### config.mk
export PLATFORM = sky130hd
export DESIGN_NAME = turbo_encoder_core
export DESIGN_NICKNAME = d
export VERILOG_FILES = /design/src/rtl/turbo_enc_pkg.sv /design/src/rtl/rsc_constituent.sv /design/src/rtl/turbo_encoder_core.sv
export SDC_FILE = /design/constraint.sdc
export NUM_CORES = 1
export LEC_CHECK = 0
export CORE_MARGIN = 3
export CORE_UTILIZATION = 45
export DETAILED_ROUTE_END_ITERATION = 16
export PLACE_DENSITY_LB_ADDON = 0.3
export SYNTH_ARGS = -nofsm -noshare
export SYNTH_HDL_FRONTEND = slang
export SYNTH_SLANG_ARGS = --single-unit
### constraint.sdc
create_clock -name clk -period 6.6 [get_ports clk]
set_input_delay 1.65 -clock clk [delete_from_list [all_inputs] [get_ports clk]]
set_output_delay 1.65 -clock clk [all_outputs]
set_load 0.01 [all_outputs]
### src/rtl/turbo_enc_pkg.sv
// Shared types and constants for the rate-1/3 turbo encoder core.
package turbo_enc_pkg;

   typedef enum logic [1:0] {
      IDLE  = 2'd0,
      DATA  = 2'd1,
      TAIL1 = 2'd2,
      TAIL2 = 2'd3
   } state_e;

   localparam int TAIL_LEN = 3;
   localparam int KMIN_LTE = 40;
   localparam int KMAX_LTE = 6144;

endpackage

### src/rtl/rsc_constituent.sv
// 8-state RSC constituent encoder, g0 = 1+D^2+D^3, g1 = 1+D+D^3.
// term forces the input to cancel the feedback so the register drains to 000.
module rsc_constituent (
   input  logic       clk,
   input  logic       aclr,
   input  logic       en,
   input  logic       term,
   input  logic       u,
   output logic       x,
   output logic       z,
   output logic [2:0] state
);

   logic [2:0] q_q;
   logic [2:0] q_d;
   logic       fb;

   always_comb begin
      x   = term ? (q_q[1] ^ q_q[2]) : u;
      fb  = x ^ q_q[1] ^ q_q[2];
      z   = fb ^ q_q[0] ^ q_q[2];
      q_d = en ? {q_q[1], q_q[0], fb} : q_q;
   end

   always_ff @(posedge clk or posedge aclr) begin
      if (aclr) q_q <= '0;
      else      q_q <= q_d;
   end

   assign state = q_q;

endmodule

### src/rtl/turbo_encoder_core.sv
// LTE rate-1/3 turbo encoder: two RSC encoders, runtime K, 12 tail bits.
// Optional debug outputs are enabled with TURBO_ENC_DEBUG_EN.
module turbo_encoder_core
   import turbo_enc_pkg::*;
#(
   parameter int KMAX  = KMAX_LTE,
   parameter int KMIN  = KMIN_LTE,
   parameter int CNT_W = $clog2(KMAX + 1)
) (
   input  logic             clk,
   input  logic             aclr,
   input  logic             start,
   input  logic [CNT_W-1:0] k_len,
   input  logic             ck,
   input  logic             cki,
   output logic             sys,
   output logic             par1,
   output logic             par2,
   output logic             out_valid,
   output logic             tail,
   output logic             tail_sel,
   output logic             busy,
   output logic             done,
   output logic             start_err
`ifdef TURBO_ENC_DEBUG_EN
   ,
   output logic [1:0]       dbg_state,
   output logic [CNT_W-1:0] dbg_cnt,
   output logic [2:0]       dbg_q1,
   output logic [2:0]       dbg_q2
`endif
);

   state_e           state_q, state_d;
   logic [CNT_W-1:0] cnt_q, cnt_d;
   logic [CNT_W-1:0] k_q, k_d;

   logic sys_q, sys_d, par1_q, par1_d, par2_q, par2_d;
   logic valid_q, valid_d, tail_q, tail_d, tsel_q, tsel_d;
   logic busy_q, busy_d, done_q, done_d, err_q, err_d;

   logic       en1, term1, en2, term2;
   logic       x1, z1, x2, z2;
   logic [2:0] st1, st2;
   logic       k_ok, go, last_data, last_tail;

   assign k_ok      = (k_len >= CNT_W'(KMIN)) && (k_len <= CNT_W'(KMAX));
   // A start is only taken when fully idle; the done cycle still counts as busy.
   assign go        = start && (state_q == IDLE) && !busy_q && k_ok;
   assign last_data = (cnt_q == k_q - CNT_W'(1));
   assign last_tail = (cnt_q == CNT_W'(TAIL_LEN - 1));

   rsc_constituent u_enc1 (
      .clk   (clk),
      .aclr  (aclr),
      .en    (en1),
      .term  (term1),
      .u     (ck),
      .x     (x1),
      .z     (z1),
      .state (st1)
   );

   rsc_constituent u_enc2 (
      .clk   (clk),
      .aclr  (aclr),
      .en    (en2),
      .term  (term2),
      .u     (cki),
      .x     (x2),
      .z     (z2),
      .state (st2)
   );

   always_ff @(posedge clk or posedge aclr) begin
      if (aclr) begin
         state_q <= IDLE;
         cnt_q   <= '0;
         k_q     <= '0;
      end else begin
         state_q <= state_d;
         cnt_q   <= cnt_d;
         k_q     <= k_d;
      end
   end

   always_comb begin
      state_d = state_q;
      cnt_d   = cnt_q;
      k_d     = k_q;
      unique case (state_q)
         IDLE: begin
            if (go) begin
               state_d = DATA;
               cnt_d   = '0;
               k_d     = k_len;
            end
         end
         DATA: begin
            if (last_data) begin
               state_d = TAIL1;
               cnt_d   = '0;
            end else begin
               cnt_d = cnt_q + CNT_W'(1);
            end
         end
         TAIL1: begin
            if (last_tail) begin
               state_d = TAIL2;
               cnt_d   = '0;
            end else begin
               cnt_d = cnt_q + CNT_W'(1);
            end
         end
         TAIL2: begin
            if (last_tail) begin
               state_d = IDLE;
               cnt_d   = '0;
            end else begin
               cnt_d = cnt_q + CNT_W'(1);
            end
         end
         default: state_d = IDLE;
      endcase
   end

   always_comb begin
      en1     = 1'b0;
      term1   = 1'b0;
      en2     = 1'b0;
      term2   = 1'b0;
      sys_d   = 1'b0;
      par1_d  = 1'b0;
      par2_d  = 1'b0;
      valid_d = 1'b0;
      tail_d  = 1'b0;
      tsel_d  = 1'b0;
      done_d  = 1'b0;
      unique case (state_q)
         DATA: begin
            en1     = 1'b1;
            en2     = 1'b1;
            sys_d   = ck;
            par1_d  = z1;
            par2_d  = z2;
            valid_d = 1'b1;
         end
         TAIL1: begin
            en1     = 1'b1;
            term1   = 1'b1;
            sys_d   = x1;
            par1_d  = z1;
            valid_d = 1'b1;
            tail_d  = 1'b1;
         end
         TAIL2: begin
            en2     = 1'b1;
            term2   = 1'b1;
            sys_d   = x2;
            par2_d  = z2;
            valid_d = 1'b1;
            tail_d  = 1'b1;
            tsel_d  = 1'b1;
            done_d  = last_tail;
         end
         default: ;
      endcase
      busy_d = (state_d != IDLE) || done_d;
      err_d  = start && !go;
   end

   always_ff @(posedge clk or posedge aclr) begin
      if (aclr) begin
         sys_q   <= 1'b0;
         par1_q  <= 1'b0;
         par2_q  <= 1'b0;
         valid_q <= 1'b0;
         tail_q  <= 1'b0;
         tsel_q  <= 1'b0;
         busy_q  <= 1'b0;
         done_q  <= 1'b0;
         err_q   <= 1'b0;
      end else begin
         sys_q   <= sys_d;
         par1_q  <= par1_d;
         par2_q  <= par2_d;
         valid_q <= valid_d;
         tail_q  <= tail_d;
         tsel_q  <= tsel_d;
         busy_q  <= busy_d;
         done_q  <= done_d;
         err_q   <= err_d;
      end
   end

   assign sys       = sys_q;
   assign par1      = par1_q;
   assign par2      = par2_q;
   assign out_valid = valid_q;
   assign tail      = tail_q;
   assign tail_sel  = tsel_q;
   assign busy      = busy_q;
   assign done      = done_q;
   assign start_err = err_q;

`ifdef TURBO_ENC_DEBUG_EN
   assign dbg_state = state_q;
   assign dbg_cnt   = cnt_q;
   assign dbg_q1    = st1;
   assign dbg_q2    = st2;
`else
   logic unused_st;
   assign unused_st = ^{st1, st2};
`endif

endmodule

# Word-level counts from Yosys, hierarchy flattened

Index checks and enable logic that the tools add are counted.
W data, S select, Z words.

Bits in registers: 43
Input port bits: 18
Word-level logic and storage cells: 70

Order comparisons: 2
Bitwise logic cells: 10
Add/sub/neg operators: 2
Multiplexer cells: 21
Reduce and logical (&&, ||, !) cells: 15
Eq/ne operators: 6

Operator list:

| operator                | number |
|---|---|
| $mux W13                | 3 |
| $pmux W13 S3            | 1 |
| $add A13 B1 Y13 const B | 1 |
| $eq A13 B13 Y1          | 1 |
| $eq A13 B2 Y1 const B   | 1 |
| $ge A13 B6 Y1 const B   | 1 |
| $le A13 B13 Y1 const B  | 1 |
| $sub A13 B1 Y13 const B | 1 |
| $mux W1                 | 11 |
| $xor A1 B1 Y1           | 10 |
| $mux W2                 | 4 |
| $pmux W2 S4             | 1 |
| $reduce_or A2 Y1        | 3 |
| $logic_and A1 B1 Y1     | 5 |
| $eq A2 B2 Y1 const B    | 2 |
| $pmux W1 S3             | 1 |
| $reduce_or A3 Y1        | 1 |
| $eq A2 B1 Y1 const B    | 1 |
| $logic_not A1 Y1        | 2 |
| $logic_not A2 Y1        | 1 |
| $ne A2 B2 Y1 const B    | 1 |
| $reduce_and A2 Y1       | 1 |
| $reduce_bool A2 Y1      | 1 |
| $logic_or A1 B1 Y1      | 1 |

# Depth between registers and ports, before layout

Depth after elaboration: 8
Depth in mapped cells: 11
Depth with buffers taken out: 9

# By module

Synthesis repeated with hierarchy kept, for this count alone.

Cells, all modules: 349
Area total of the unflattened synthesis: 2994.1 µm²

By module, submodules not included:

| module             | area an instance (µm²) | cells an instance | times used |
|---|---|---|---|
| turbo_encoder_core | 2651.3                 | 317               | 1 |
| rsc_constituent    | 171.4                  | 16                | 2 |

# Worst setup path before layout

Ideal clock, no wire load.

Path type: in2reg
Start: input port k_len[0]
End: register busy_q, in the netlist busy
Buffers on the path: 1
Stages on the path: 8
Library setup time: 132 ps
Setup slack: 3203 ps
Arrival: 3266 ps
Cells stage by stage: nor4_1 -> nand4_1 -> a311o_1 -> buf_2 -> and2_1 -> o2bb2ai_1 -> a21boi_1 -> or3b_1

Longest elaborated chain between the ends: 7
Elaborated cells on any way between the ends: 8
Classes of those cells: order compare: 2; mux: 2; reduce/logical: 4

RTL lines:

| item                                                   | line                      | RTL |
|---|---|---|
| from (decl)                                            | turbo_encoder_core.sv:13  | `input logic [CNT_W-1:0] k_len,` |
| $ge A13 B6 Y1 / $le A13 B13 Y1 (equally long branches) | turbo_encoder_core.sv:47  | `assign k_ok = (k_len >= CNT_W'(KMIN)) && (k_len <= CNT_W'(KMAX));` |
| $logic_and A1 B1 Y1 (*)                                | turbo_encoder_core.sv:47  |  |
| $logic_and A1 B1 Y1 (*)                                | turbo_encoder_core.sv:49  | `assign go = start && (state_q == IDLE) && !busy_q && k_ok;` |
| $mux W2 (*)                                            | turbo_encoder_core.sv:93  | `if (go) begin` |
| $pmux W2 S4 (*)                                        | turbo_encoder_core.sv:91  | `unique case (state_q)` |
| named net state_d[1]                                   | turbo_encoder_core.sv:34  | `state_e state_q, state_d;` |
| $reduce_bool A2 Y1 (*)                                 | turbo_encoder_core.sv:168 | `busy_d = (state_d != IDLE) \|\| done_d;` |
| $logic_or A1 B1 Y1 (*)                                 | turbo_encoder_core.sv:168 |  |
| named net busy_d                                       | turbo_encoder_core.sv:40  | `logic busy_q, busy_d, done_q, done_d, err_q, err_d;` |
| to (signal assigned)                                   | turbo_encoder_core.sv:190 | `busy_q <= busy_d;` |
| to (decl)                                              | turbo_encoder_core.sv:40  |  |

The timed path passes the listed nets; every way through them passes the cells marked *.
A chain may end at the register's enable or synchronous reset.

# Final worst setup path

Same ends and word-level chain as after synthesis.

==> impl_metrics.env <==
export IMPL_run_status="finished clean"
export IMPL_intPower_uw=712
export IMPL_swShare_pct=41.7
export IMPL_critPathRequiredTime_ns=6.78
export IMPL_finalHoldViolations=0
export IMPL_numCtsBuffers=5
export IMPL_period_minus_slack_ns=4.16
export IMPL_ir_worst_vdd_v=0.000218
export IMPL_grt_usage_pct=17.8
export IMPL_final_cell_mix="dfrtp_1, nand2_1, nor2_1"
export IMPL_crit_path_start="k_len[0]"
export IMPL_mostFrequentLayoutCell="dfrtp_1"
export IMPL_fin_ws_ns=2.44
export IMPL_place_gp_congestion=0.844
export IMPL_coreArea_mm2=0.00571
export IMPL_cp_arrival_ns=4.34
export IMPL_rsz0062_at_grt="false"
export IMPL_yosysSeqAreaShare_pct=39.2
export IMPL_overflow=0
export IMPL_setup_viol=0
export IMPL_path_buf_inv=1
export IMPL_tns_ns=0
export IMPL_dpl_hpwl_mm=4.34
export IMPL_max_slew_margin_pct=38.1
export IMPL_synth_edf_count=0
export IMPL_drv_slew=0
export IMPL_r2r_slack_ns=3.42
export IMPL_routed_wl_mm=5.93
export IMPL_r2r_cells=9
export IMPL_synth_area_leaders="dfrtp_1, mux2_2, xnor2_1"
export IMPL_ant_nets=0
export IMPL_layout_cells_non_filler=377
export IMPL_clk_pin_slew_ns=0.08
export IMPL_yosysTopAreaCell="dfrtp_1"
export IMPL_synth_top_cell_area_share_pct=39.2
export IMPL_fin_crit_sh_pct=63.0
export IMPL_cts_tree="done"
export IMPL_crit_path_start_kind="primary input"
export IMPL_dp_cells=370
export IMPL_cts_root_buffer="clkbuf_8"
export IMPL_wl_per_cell_um=15.7
export IMPL_syn_area_mm2=0.00274
export IMPL_crit_path_end_kind="register"
export IMPL_areaGrowthSynthToFinish_pct=13.6
export IMPL_power_switching_uw=510
export IMPL_yosys_most_used_dff="dfrtp_1"
export IMPL_reg2reg_to="cnt_q[3]$_DFFE_PP0P_"
export IMPL_critical_path_class="primary input to register"
export IMPL_reg2reg_from="k_q[0]$_DFFE_PP0P_"
export IMPL_cts_sinks=43
export IMPL_cpMaxStageDelayCell="a311o_1"
export IMPL_nNetsFinal=330
export IMPL_num_rows=27
export IMPL_n_fill_cell=516
export IMPL_drt_iter0_drc=85
export IMPL_initial_core_util_pct=48.1
export IMPL_path_max_fanout=17
export IMPL_drc_errors=0
export IMPL_yosys_warnings=0
export IMPL_cts_resized=0
export IMPL_fmax_ghz=0.240
export IMPL_hp_start="u_enc2.state[0]$_DFFE_PP0P_"
export IMPL_holdCritPathClass="register to register"
export IMPL_syn_inst=286
export IMPL_numPortBuffers=26
export IMPL_synth_nets=311
export IMPL_num_vias=2135
export IMPL_multiInputGateArea_mm2=0.00155
export IMPL_synth_cell_type_count=63
export IMPL_crit_chain="clkdlybuf4s50_1 > nor4_1 > nand4_1 > a311o_1 > and2_1 > o2bb2ai_1 > a21boi_1 > or3b_1"
export IMPL_grt_pass1_wl_mm=10.4
export IMPL_cap_violations=0
export IMPL_first_global_vias=2185
export IMPL_register_area_mm2=0.00108
export IMPL_hold_path_endpoint="par2$_DFF_PP0_"
export IMPL_layout_drive_gt1_share_pct=15.1
export IMPL_postSynth_asyncResetShare_pct=100
export IMPL_power_density_mw_per_mm2=392
export IMPL_postCtsSetupBuffers=0
export IMPL_crit_family="simple AND/OR/NAND/NOR gates"
export IMPL_pwr_share_clk_pct=13.4
export IMPL_worst_pin_slew_ns=0.923
export IMPL_leakage_nw=1.31
export IMPL_clock_skew_ns=0.00802
export IMPL_combinationalPowerShare_pct=47.9
export IMPL_cts_hold_buf=0
export IMPL_synth_seq_cells=43
export IMPL_grt_max_degree=44
export IMPL_clockBufferDepth=2
export IMPL_p_seq_share_pct=38.7
export IMPL_die_h_um=84.1
export IMPL_whs_path_depth=1
export IMPL_die_width_um=84.1
export IMPL_antenna_found_initial=0
export IMPL_pin_count=27
export IMPL_slowest_delay_ns=0.63
export IMPL_htreeDepth=2
export IMPL_viasPerCell=5.66
export IMPL_post_place_ws_ns=2.14
export IMPL_drt_pass1_iter_count=4
export IMPL_clock_latency_ns=0.30
export IMPL_dieArea_mm2=0.00707
export IMPL_avgSynthCellArea_um2=9.59
export IMPL_diodes=0
## sequential cells by signal, summed over array words and instances (netlist names), 2 cells and up
name and flops:
cnt_q 13, k_q 13, u_enc1.state 3, u_enc2.state 3, state_q 2
## cell families after synthesis
| family | count (synthesis) | synth area share [%] |
|---|---|---|
| AOI/OAI and AO/OA | 50 | 15.4 |
| and+or+nand+nor | 112 | 21.6 |
| xor gates and xnor gates | 27 | 8.62 |
| buffers and inverters | 28 | 4.20 |
| DFF | 43 | 39.2 |
| adders and majority gates | 7 | 3.19 |
| muxes | 19 | 7.75 |
## power groups by stage
stage | combinational [mW] | clock, mW | sequential, mW
CTS | 0.591 | 0.171 | 0.472
finish | 0.586 | 0.164 | 0.472
global placement | 0.574 | 0 | 0.474
detailed placement | 0.588 | 0 | 0.478
floorplan | 0.475 | 0 | 0.443
global route | 0.648 | 0.179 | 0.490
## worst max path at each step
stage	end	slack [ns]	cells past startpoint
after CTS	busy$_DFF_PP0_	2.44	8
after global routing	busy$_DFF_PP0_	2.29	8
after detailed placement	busy$_DFF_PP0_	2.14	8
final	busy$_DFF_PP0_	2.44	8
after global placement	busy$_DFF_PP0_	2.19	8
after floorplan	busy$_DFF_PP0_	3.20	8
## worst reg2reg max path, stage by stage (launching register included)
cell and delay (ns):
dfrtp_1 0.50, inv_1 0.10, ha_1 0.31, nor4b_2 0.54, nand2_1 0.13, xor2_1 0.16
o32ai_1 0.14, o31ai_2 0.77, o21ai_0 0.22, a22oi_2 0.23
## layer usage
metal | track usage (%) | vias to the layer above | part of all wire (%)
li1 | - | 1047 | -
met1 | 22.2 | 1045 | 46
met2 | 30.4 | 36 | 49
met3 | 3.65 | 7 | 3.9
met4 | 5.99 | 0 | 1.2
met5 | 0 | - | 0
## Yosys cell counts (all sizes together), types with 8 or more instances
cell,n
clkbuf,9
dfrtp,43
inv,13
mux2,18
nand2,28
nor2,29
nor2b,8
nor3,8
o21ai,8
xnor2,15
xor2,12
## final cells by class
| type | instances | area share, % |
|---|---|---|
| Timing Repair Buffer | 27 | 8.59 |
| Clock inverter | 2 | 0.441 |
| Inverter | 13 | 1.57 |
| Clock buffer | 5 | 2.21 |
| Tap cell | 72 | 2.89 |
| Multi-Input combinational cell | 215 | 49.8 |
| Sequential cell | 43 | 34.5 |
## stage by stage
step           hold WS (ns)  power, mW  util, %  area (um^2)
2_1_floorplan         0.474      0.917        -         2740
3_3_place_gp          0.527       1.05     53.2         3040
3_5_place_dp          0.524       1.07     53.2         3040
4_1_cts               0.536       1.23     54.6         3120
5_1_grt               0.552       1.32     54.6         3120
6_report              0.531       1.22     54.6         3120
Note: power is estimated with default switching activity, not from simulation.
